File: src/rtl/pcie_stream_pkg.sv
// Shared constants for the PCIe C2H streaming path: data width, line size
// and channel IDs used by the arbiter and the video packers.
package pcie_stream_pkg;
  localparam int   DATA_W       = 64;
  localparam int   VIDEO_LENGTH = 1920;
  // 4 pixels are packed per 64-bit word
  localparam int   LINE_WORDS   = VIDEO_LENGTH / 4;
  localparam logic CH0          = 1'b0;
  localparam logic CH1          = 1'b1;

  typedef enum logic {IDLE = 1'b0, BUSY = 1'b1} arb_state_t;
endpackage

File: src/rtl/c2h_stream_arbiter_rr_pick2.sv
// Two-way round-robin picker: on a tie the channel not served last wins,
// otherwise the single requester is chosen (sel is don't-care with no request).
module rr_pick2 (
  input  logic [1:0] req,
  input  logic       last,
  output logic       sel
);
  assign sel = (&req) ? ~last : req[1];
endmodule

File: src/rtl/c2h_stream_arbiter.sv
// Line-granular two-channel AXI-Stream arbiter onto the XDMA C2H stream.
// Grants are held for a whole line, with length enforcement and sticky errors.
module c2h_stream_arbiter #(
  parameter int DATA_W     = pcie_stream_pkg::DATA_W,
  parameter int LINE_WORDS = pcie_stream_pkg::LINE_WORDS,
  parameter int CNT_W      = 12
) (
  input  logic              clk,
  input  logic              rstn,
  input  logic [1:0]        ch_en,
  input  logic [DATA_W-1:0] s0_tdata,
  input  logic              s0_tvalid,
  input  logic              s0_tlast,
  output logic              s0_tready,
  input  logic [DATA_W-1:0] s1_tdata,
  input  logic              s1_tvalid,
  input  logic              s1_tlast,
  output logic              s1_tready,
  output logic [DATA_W-1:0] m_tdata,
  output logic              m_tvalid,
  output logic              m_tlast,
  input  logic              m_tready,
  output logic              m_tuser,
  output logic              line_done,
  output logic              line_ch,
  output logic [1:0]        err_len,
  input  logic              err_clr
);
  import pcie_stream_pkg::*;

  arb_state_t        state;
  logic              grant, last_grant, sel;
  logic [CNT_W-1:0]  wcnt;
  logic [1:0]        req;
  logic              busy, g_tvalid, g_tlast, at_end, eff_last, accept, len_bad;
  logic [DATA_W-1:0] g_tdata;

  assign req = ch_en & {s1_tvalid, s0_tvalid};

  rr_pick2 u_pick (.req(req), .last(last_grant), .sel(sel));

  assign busy     = (state == BUSY);
  assign g_tdata  = (grant == CH1) ? s1_tdata  : s0_tdata;
  assign g_tvalid = (grant == CH1) ? s1_tvalid : s0_tvalid;
  assign g_tlast  = (grant == CH1) ? s1_tlast  : s0_tlast;

  // Terminate on the source's tlast or on the nominal line length, whichever first
  assign at_end   = (wcnt == CNT_W'(LINE_WORDS - 1));
  assign eff_last = g_tlast | at_end;

  assign m_tdata   = busy ? g_tdata : '0;
  assign m_tvalid  = busy & g_tvalid;
  assign m_tlast   = busy & eff_last;
  assign m_tuser   = busy & grant;
  assign s0_tready = busy & (grant == CH0) & m_tready;
  assign s1_tready = busy & (grant == CH1) & m_tready;

  assign accept  = m_tvalid & m_tready;
  assign len_bad = accept & eff_last & (g_tlast != at_end);

  always_ff @(posedge clk or negedge rstn) begin
    if (!rstn) begin
      state      <= IDLE;
      grant      <= CH0;
      last_grant <= CH1;
      wcnt       <= '0;
      line_done  <= 1'b0;
      line_ch    <= CH0;
      err_len    <= 2'b00;
    end else begin
      line_done <= 1'b0;
      // A new error in the same cycle as a clear must survive
      err_len   <= (err_clr ? 2'b00 : err_len) | (len_bad ? (2'b01 << grant) : 2'b00);
      case (state)
        IDLE: begin
          if (|req) begin
            state <= BUSY;
            grant <= sel;
            wcnt  <= '0;
          end
        end
        BUSY: begin
          if (accept) begin
            if (eff_last) begin
              state      <= IDLE;
              last_grant <= grant;
              line_done  <= 1'b1;
              line_ch    <= grant;
              wcnt       <= '0;
            end else begin
              wcnt <= wcnt + 1'b1;
            end
          end
        end
        default: state <= IDLE;
      endcase
    end
  end
endmodule

File: config.mk
export PLATFORM = sky130hd
export DESIGN_NAME = c2h_stream_arbiter
export DESIGN_NICKNAME = d
export VERILOG_FILES = /design/src/rtl/pcie_stream_pkg.sv /design/src/rtl/c2h_stream_arbiter_rr_pick2.sv /design/src/rtl/c2h_stream_arbiter.sv
export SDC_FILE = /design/constraint.sdc
export NUM_CORES = 1
export LEC_CHECK = 0
export CAP_MARGIN = 20
export CORE_MARGIN = 2
export CORE_UTILIZATION = 29
export CTS_CLUSTER_SIZE = 24
export DETAILED_ROUTE_END_ITERATION = 16
export GPL_ROUTABILITY_DRIVEN = 0
export GPL_TIMING_DRIVEN = 0
export PLACE_DENSITY = 0.94
export SYNTH_ARGS = -nofsm -noshare
export SYNTH_HDL_FRONTEND = slang
export SYNTH_SLANG_ARGS = --single-unit
File: constraint.sdc
create_clock -name clk -period 2.65 [get_ports clk]
set_input_delay 0.3975 -clock clk [delete_from_list [all_inputs] [get_ports clk]]
set_output_delay 0.3975 -clock clk [all_outputs]
set_load 0.02 [all_outputs]
==> parameters.txt, run 1 <==
Parameter                              Value

Floorplanning
  Initial cell density of the core ... 0.302
  Total I/O pin count ... 211
  Die width ... 85.8 um
  Die span in y ... 85.8 um
  Number of rows in the core area ... 29
  Total Die Area ... 7350 sq um
  Core area ... 6420 sq um

Detailed routing
  TritonRoute pass-1 iters ... 10
  Routed vias/inst ... 5.04
  Iteration-0 DRC Markers ... 135
  Number of antenna-violating nets in the routed design ... 0
  Remaining DRCs ... 3
  Total vias in the final route ... 2719
  Sum of routed wire length over all layers ... 9460 um
  Routed wire length per instance ... 17.5 um

Cells and area
  Filler Cells Inserted ... 524
  Fraction of final layout cells sized beyond drive strength 1 ... 0.0390
  Growth of design area from synthesis to finish ... 116%
  Final core utilization ... 0.652
  Number of diodes ... 0
  Nets@finish ... 603
  Area of all placed cells without fillers ... 4190 sq um

Clock tree
  Clock tree from TritonCTS ... done
  Number of levels in the clock H-tree ... 1
  CTS Buf Count ... 3
  Number of post-CTS setup repair buffers ... 0
  Clk slew on worst S/H paths ... 80 ps
  Number of clock sinks seen by CTS ... 19
  Clock latency at the later pin of the worst-skew pair ... 270 ps
  Hold buffers post-CTS ... 0
  Longest Clk Path Bufs ... 2
  Clock tree root buffer cell ... sky130_fd_sc_hd__clkbuf_8

Global routing
  All-layer global routing usage ... 0.252
  Pin count of the biggest net entering global routing ... 20
  Residual overflow from global routing ... 0
  Global-route wire length before repair ... 14600 um
  Via count of the first global-routing pass ... 2884
  Number of antenna violations at the first check in global routing ... 0

Power
  Switching share of power ... 0.471
  Fraction of power consumed by sequential logic ... 0.112
  Total power ... 0.00343 W
  VDD IR max ... 577 uV
  Fraction of power consumed by combinational cells ... 0.824
  Cell internal pwr ... 0.00182 W
  Clock network fraction of design power ... 0.063
  Power density over cell area ... 820 nW/um^2
  Cell leakage power ... 1.79 nW
  Power dissipated by switching net loads ... 0.00162 W

Critical path
  Critical Path Source ... grant
  Number of cell instances on the worst register-to-register path ... 8
  Reg-to-Reg End ... wcnt[10]
  Highest net fanout along the worst path ... 18
  Internal reg-to-reg setup slack ... 290 ps
  Nature of the critical path endpoint ... output port
  Origin of the critical flop-to-flop path ... wcnt[0]
  Type of the worst setup path ... flip-flop to output port
  Crit path launch type ... flip-flop
  Critical path data required time ... 2250 ps
  Worst setup endpoint ... m_tdata[58]
  Data arrival time of the worst path ... 2100 ps

Timing
  Setup clock skew after layout ... 8.31 ps
  Slew Limit Fails ... 0
  Fin Setup TNS ... 0 ps
  Transition at the pin with the smallest max-transition slack ... 850 ps
  Crit share post-route ... 0.943
  Final critical delay including setup and external delays ... 2500 ps
  Max-slew headroom ... 0.431
  Hold_ws ... 532 ps
  Final setup violation count ... 0
  Max Clock Freq ... 0.400 GHz
  RSZ-0062 raised after global routing ... no
  Number of hold violations in the final report ... 0

Synthesis
  Proportion of synthesized area in mux cells ... 0.343
  Fraction of the mapped netlist area in adder cells ... 0.0129
  Area fraction in and, or, nand and nor cells after synthesis ... 0.238
  Xor/xnor cell area share of the yosys netlist ... 0.00452
  Number of distinct library cell variants in the gate-level netlist after synthesis ... 38
  Number of enable flip-flop cells after synthesis ... 0
  Async SR Flop Fraction ... 1.00
  FF+latch count, synth ... 19
  Mapped Nets ... 390
  Seq/Total Area, Yosys ... 0.246
  Largest family of logic cells by synthesized area ... multiplexers
  Post-Syn Instances ... 250
  Post-Synthesis Cell Area ... 1940 sq um
  Per-instance average area after synthesis ... 7.75 sq um
  Yosys warning total ... 0
  Synth Area in Compound Gates ... 0.106
  Most used flip-flop cell after synthesis ... sky130_fd_sc_hd__dfrtp_1

Run status
  Failing checks ... DRC
  Status ... finished, violations left

Place
  Number of I/O port buffers ... 210
  HPWL after DPL ... 8000 um
  Post-DP Area ... 4140 sq um

Worst hold path
  Class of the most critical hold timing path ... flip-flop to flip-flop
  Hold Path Cell Cnt ... 1

Flow run
  Max-Cap Viols ... 0
Yosys cell counts, types with 3 or more instances:
cell	n	area, sq um
sky130_fd_sc_hd__buf_2	8	40.0
sky130_fd_sc_hd__o22ai_1	3	18.8
sky130_fd_sc_hd__clkbuf_1	5	18.8
sky130_fd_sc_hd__nor4_1	3	18.8
sky130_fd_sc_hd__nor2_1	70	263
sky130_fd_sc_hd__nand2_1	12	45.0
sky130_fd_sc_hd__nand3_1	6	30.0
sky130_fd_sc_hd__inv_1	6	22.5
sky130_fd_sc_hd__o21ai_0	11	55.1
sky130_fd_sc_hd__a22o_1	3	26.3
sky130_fd_sc_hd__mux2i_1	65	651
sky130_fd_sc_hd__and3_1	3	18.8
sky130_fd_sc_hd__a21oi_1	5	25.0
sky130_fd_sc_hd__buf_1	3	11.3
sky130_fd_sc_hd__dfrtp_1	18	450
critical path: stages, from the launching register on:
cell                              delay (ps)
sky130_fd_sc_hd__dfrtp_1                 330
sky130_fd_sc_hd__clkbuf_4                270
sky130_fd_sc_hd__buf_2                   350
sky130_fd_sc_hd__mux2i_1                 130
sky130_fd_sc_hd__nor2_1                  130
sky130_fd_sc_hd__clkdlybuf4s50_1         620
per-stage QoR:
| stage | setup WS [ps] | std cells |
|---|---|---|
| floorplan | 525 | 250 |
| global placement | 116 | 537 |
| detailed placement | 128 | 537 |
| CTS | 27.2 | 540 |
| global route | 35.8 | 539 |
| finish | 150 | 539 |
kinds of logic (layout without fill, tap and decap cells):
| group | Yosys count | in the layout |
|---|---|---|
| multiplexers | 66 | 66 |
| buffers and inverters | 23 | 235 |
| adder cells (fa/ha/maj) | 2 | 2 |
| AO/OA/AOI/OAI | 32 | 32 |
| flip-flops | 19 | 19 |
| AND/OR/NAND/NOR | 107 | 107 |
| XOR/XNOR | 1 | 1 |
power by group through the flow:
stage / registers, W / clock network (W) / logic (W)
finish: 0.000386 / 0.000217 / 0.00283
global route: 0.000392 / 0.000230 / 0.00301
CTS: 0.000385 / 0.000216 / 0.00284
detailed placement: 0.000390 / 0 / 0.00283
global placement: 0.000386 / 0 / 0.00278
floorplan: 0.000401 / 0 / 0.00154
metal layers:
layer  share of wire  vias to the layer above  global-route usage
met5               0                        -                   0
met4           0.015                        0              0.0592
met3           0.074                       10              0.0722
met2            0.55                      103               0.473
met1            0.36                     1308               0.278
li1                -                     1298                   -
sequential cells by signal (all words and copies together), names as in the netlist:
| register | cells |
|---|---|
| wcnt | 12 |
| err_len | 2 |
| busy | 1 |
| grant | 1 |
| last_grant | 1 |
| line_ch | 1 |
| line_done | 1 |
cell type report:
class,instances,area (sq um),area share
Buffer,14,75.1,0.0179
Clock buffer,3,41.3,0.00986
Clock inverter,1,7.51,0.00179
Inverter,7,26.3,0.00627
Multi-Input combinational cell,208,1370,0.326
Sequential cell,19,477,0.114
Tap cell,77,96.3,0.0230
Timing Repair Buffer,210,2100,0.501
how the worst min path moves through the flow:
stage,slack (ps),start,to
6_report,530,wcnt[10],wcnt[10]
5_1_grt,550,err_len[1],err_len[1]
4_1_cts,530,wcnt[10],wcnt[10]
3_5_place_dp,520,wcnt[10],wcnt[10]
3_3_place_gp,490,last_grant,last_grant
2_1_floorplan,100,rstn,busy
cell usage in the layout, fill, tap and decap left out, types with 2 or more instances in the layout:
| cell type | count |
|---|---|
| sky130_fd_sc_hd__o22a_1 | 2 |
| sky130_fd_sc_hd__dfrtp_1 | 18 |
| sky130_fd_sc_hd__nor3_1 | 2 |
| sky130_fd_sc_hd__nand3_1 | 6 |
| sky130_fd_sc_hd__clkdlybuf4s50_1 | 209 |
| sky130_fd_sc_hd__nand2_1 | 12 |
| sky130_fd_sc_hd__nor2_1 | 70 |
| sky130_fd_sc_hd__a21oi_1 | 5 |
| sky130_fd_sc_hd__clkbuf_8 | 3 |
| sky130_fd_sc_hd__o21ai_0 | 11 |
| sky130_fd_sc_hd__a22o_1 | 3 |
| sky130_fd_sc_hd__and2_1 | 2 |
| sky130_fd_sc_hd__ha_1 | 2 |
| sky130_fd_sc_hd__nor2b_1 | 2 |
| sky130_fd_sc_hd__mux2i_1 | 65 |
| sky130_fd_sc_hd__inv_1 | 6 |
| sky130_fd_sc_hd__clkbuf_4 | 4 |
| sky130_fd_sc_hd__nand4_1 | 2 |
| sky130_fd_sc_hd__o22ai_1 | 3 |
| sky130_fd_sc_hd__and3_1 | 3 |
| sky130_fd_sc_hd__nor4_1 | 3 |
| sky130_fd_sc_hd__clkbuf_1 | 4 |
| sky130_fd_sc_hd__buf_2 | 6 |
repair_timing:
| item | 4_1_cts | 5_1_grt |
|---|---|---|
| endpoints found under the setup margin | 20 | 52 |
| endpoints found under the hold margin | 0 | 0 |
| resized for setup | 3 | 4 |
Power figures use the tool's default switching activity.
==> run 2: changes to the inputs <==
--- a/config.mk
+++ b/config.mk
@@ -5,10 +5,11 @@
 export SDC_FILE = /design/constraint.sdc
 export NUM_CORES = 1
 export LEC_CHECK = 0
+export ABC_CLOCK_PERIOD_IN_PS = 2650
 export CAP_MARGIN = 20
 export CORE_MARGIN = 2
 export CORE_UTILIZATION = 29
-export CTS_CLUSTER_SIZE = 24
+export CTS_CLUSTER_SIZE = 12
 export DETAILED_ROUTE_END_ITERATION = 16
 export GPL_ROUTABILITY_DRIVEN = 0
 export GPL_TIMING_DRIVEN = 0
==> results of run 2 <==
Same layout as run 1: the final DEF is identical, and so are final timing and power.
==> run 3: changes to the inputs <==
--- a/config.mk
+++ b/config.mk
@@ -7,6 +7,7 @@
 export LEC_CHECK = 0
 export ABC_CLOCK_PERIOD_IN_PS = 2650
 export CAP_MARGIN = 20
+export CORE_ASPECT_RATIO = 0.7
 export CORE_MARGIN = 2
 export CORE_UTILIZATION = 29
 export CTS_CLUSTER_SIZE = 12
@@ -14,6 +15,7 @@
 export GPL_ROUTABILITY_DRIVEN = 0
 export GPL_TIMING_DRIVEN = 0
 export PLACE_DENSITY = 0.94
+export SLEW_MARGIN = 40
 export SYNTH_ARGS = -nofsm -noshare
 export SYNTH_HDL_FRONTEND = slang
 export SYNTH_SLANG_ARGS = --single-unit
==> run 3 against run 2 <==
Against the previous run: the run now ends clean; critical endpoint is now m_tlast; critical path type unchanged; power fell by 0.93%; worst hold slack worse by 470 ps; register-to-register slack worse by 60 ps; wire length is 5.5% lower; largest power group unchanged.
==> parameters.txt, run 3 (synthesis gave the netlist of run 1 again) <==
Parameter                              Value

Timing
  Slew Limit Fails ... 0
  Hold_ws ... 61.0 ps
  RSZ-0062 raised after global routing ... no
  Crit share post-route ... 0.936
  Final critical delay including setup and external delays ... 2480 ps
  Final setup violation count ... 0
  Number of hold violations in the final report ... 0
  Fin Setup TNS ... 0 ps
  Max Clock Freq ... 0.403 GHz
  Max-slew headroom ... 0.611
  Setup clock skew after layout ... 6.57 ps
  Transition at the pin with the smallest max-transition slack ... 581 ps

Clock tree
  Clock tree from TritonCTS ... done
  Number of levels in the clock H-tree ... 1
  Longest Clk Path Bufs ... 2
  Number of post-CTS setup repair buffers ... 0
  Clock latency at the later pin of the worst-skew pair ... 260 ps
  Clock tree root buffer cell ... sky130_fd_sc_hd__clkbuf_8
  CTS Buf Count ... 3
  Number of clock sinks seen by CTS ... 19
  Clk slew on worst S/H paths ... 80 ps

Detailed routing
  TritonRoute pass-1 iters ... 4
  Routed wire length per instance ... 16.1 um
  Sum of routed wire length over all layers ... 8940 um
  Number of antenna-violating nets in the routed design ... 0
  Iteration-0 DRC Markers ... 91
  Routed vias/inst ... 4.79
  Remaining DRCs ... 0
  Total vias in the final route ... 2653

Flow run
  Max-Cap Viols ... 0

Critical path
  Crit path launch type ... flip-flop
  Type of the worst setup path ... flip-flop to output port
  Critical path data required time ... 2250 ps
  Critical Path Source ... wcnt[0]
  Highest net fanout along the worst path ... 5
  Cell class contributing the biggest share of worst-path delay ... simple AND/OR/NAND/NOR gates
  Cell type with the highest occurrence count on the critical path ... sky130_fd_sc_hd__ha_1
  Origin of the critical flop-to-flop path ... wcnt[0]
  CP bufs+invs ... 1
  Cells traversed along the worst timing path ... ha_1 > and4_1 > nand4_1 > ha_1 > nor2_1 > dlygate4sd2_1
  Delay of the slowest cell on the worst path ... 420 ps
  Slowest cell on crit path ... sky130_fd_sc_hd__dfrtp_1
  Nature of the critical path endpoint ... output port
  Data arrival time of the worst path ... 2080 ps

Cells and area
  Flip-flop count of the largest register after layout ... 12
  Nets@finish ... 604
  Fraction of final layout cells sized beyond drive strength 1 ... 0.0389
  Count of placed standard cells in the final layout, fillers left out ... 554
  Number of diodes ... 0
  Growth of design area from synthesis to finish ... 116%
  Biggest register ... wcnt
  Registers with the most flip-flops ... wcnt: 12 flops, err_len: 2 flops
  Leading cell type in the layout, fill and taps excluded ... sky130_fd_sc_hd__clkdlybuf4s50_1
  Commonest cells after routing, fill and taps aside ... sky130_fd_sc_hd__clkdlybuf4s50_1 (208), sky130_fd_sc_hd__nor2_1 (70), sky130_fd_sc_hd__mux2i_1 (65), sky130_fd_sc_hd__dfrtp_1 (18), sky130_fd_sc_hd__nand2_1 (12)

Floorplanning
  Total I/O pin count ... 211
  Core area ... 6340 sq um
  Die span in y ... 72.4 um
  Number of rows in the core area ... 24
  Total Die Area ... 7360 sq um
  Die width ... 102 um
  Initial cell density of the core ... 0.306

Power
  Power dissipated by switching net loads ... 0.00160 W
  Fraction of power consumed by sequential logic ... 0.113
  Cell internal pwr ... 0.00180 W
  VDD IR max ... 404 uV
  Switching share of power ... 0.470
  Fraction of power consumed by combinational cells ... 0.826
  Cell leakage power ... 1.79 nW
  Clock network fraction of design power ... 0.061
  Power density over cell area ... 812 nW/um^2

Place
  Number of I/O port buffers ... 210
  Number of cells in the design after placement ... 551
  HPWL after DPL ... 7680 um

Global routing
  Pin count of the biggest net entering global routing ... 20
  Global-route wire length before repair ... 13200 um
  Via count of the first global-routing pass ... 2659
  All-layer global routing usage ... 0.228
  Residual overflow from global routing ... 0
  Number of antenna violations at the first check in global routing ... 0

Run status
  Status ... finished, final reports clean

Worst hold path
  Class of the most critical hold timing path ... primary input to asynchronous set/reset pin
[run 3: metrics by stage]
step / setup slack [ps] / util / area, sq um / total power [W]
after floorplan: 525 / - / 1940 / 0.00194
after global placement: 106 / 0.656 / 4150 / 0.00316
after detailed placement: 99.9 / 0.656 / 4150 / 0.00322
after CTS: 158 / 0.662 / 4200 / 0.00343
after global routing: 27.0 / 0.662 / 4190 / 0.00362
final: 169 / 0.662 / 4190 / 0.00340
[run 3: worst paths after layout]
path / to / slack (ps) / depth (start not counted)
max: m_tlast / 170 / 6
min: wcnt[2] / 60 / 1
max reg2reg: wcnt[10] / 230 / 8
min reg2reg: last_grant / 510 / 2
max in group asynchronous: last_grant / 2270 / 1
min in group clk: last_grant / 510 / 2
[run 3: worst register-to-register path, stage by stage (launching register included)]
cell                      delay [ps]
sky130_fd_sc_hd__dfrtp_1         430
sky130_fd_sc_hd__ha_1            260
sky130_fd_sc_hd__and4_1          240
sky130_fd_sc_hd__nand4_1         140
sky130_fd_sc_hd__ha_1            270
sky130_fd_sc_hd__nand3_1         150
sky130_fd_sc_hd__nor2_1          480
sky130_fd_sc_hd__a41oi_1         200
sky130_fd_sc_hd__a31oi_1         180
[run 3: timing repair]
item / 4_1_cts / 5_1_grt
resized for setup: 2 / 0
hold buffers: 0 / 0
endpoints found under the setup margin: 20 / 0
[run 3: per-layer routing]
metal / share of wire / vias up / wire length (um) / track usage
met3: 0.081 / 18 / 725 / 0.0617
met4: 0.022 / 0 / 199 / 0.0586
met5: 0 / - / 0 / 0
li1: - / 1307 / - / -
met1: 0.38 / 1202 / 3390 / 0.258
met2: 0.52 / 126 / 4630 / 0.424
[run 3: power groups by stage]
stage / registers (W) / logic (W) / clock network (W)
2_1_floorplan: 0.000401 / 0.00154 / 0
3_3_place_gp: 0.000387 / 0.00277 / 0
3_5_place_dp: 0.000391 / 0.00283 / 0
4_1_cts: 0.000386 / 0.00283 / 0.000212
5_1_grt: 0.000396 / 0.00299 / 0.000235
6_report: 0.000386 / 0.00281 / 0.000208
[run 3: layout make-up]
class	count	area, sq um
Multi-Input combinational cell	208	1370
Clock inverter	1	5.00
Buffer	15	67.6
Sequential cell	19	477
Clock buffer	3	41.3
Timing Repair Buffer	210	2100
Inverter	7	26.3
Tap cell	91	114
Fill cell	517	2140
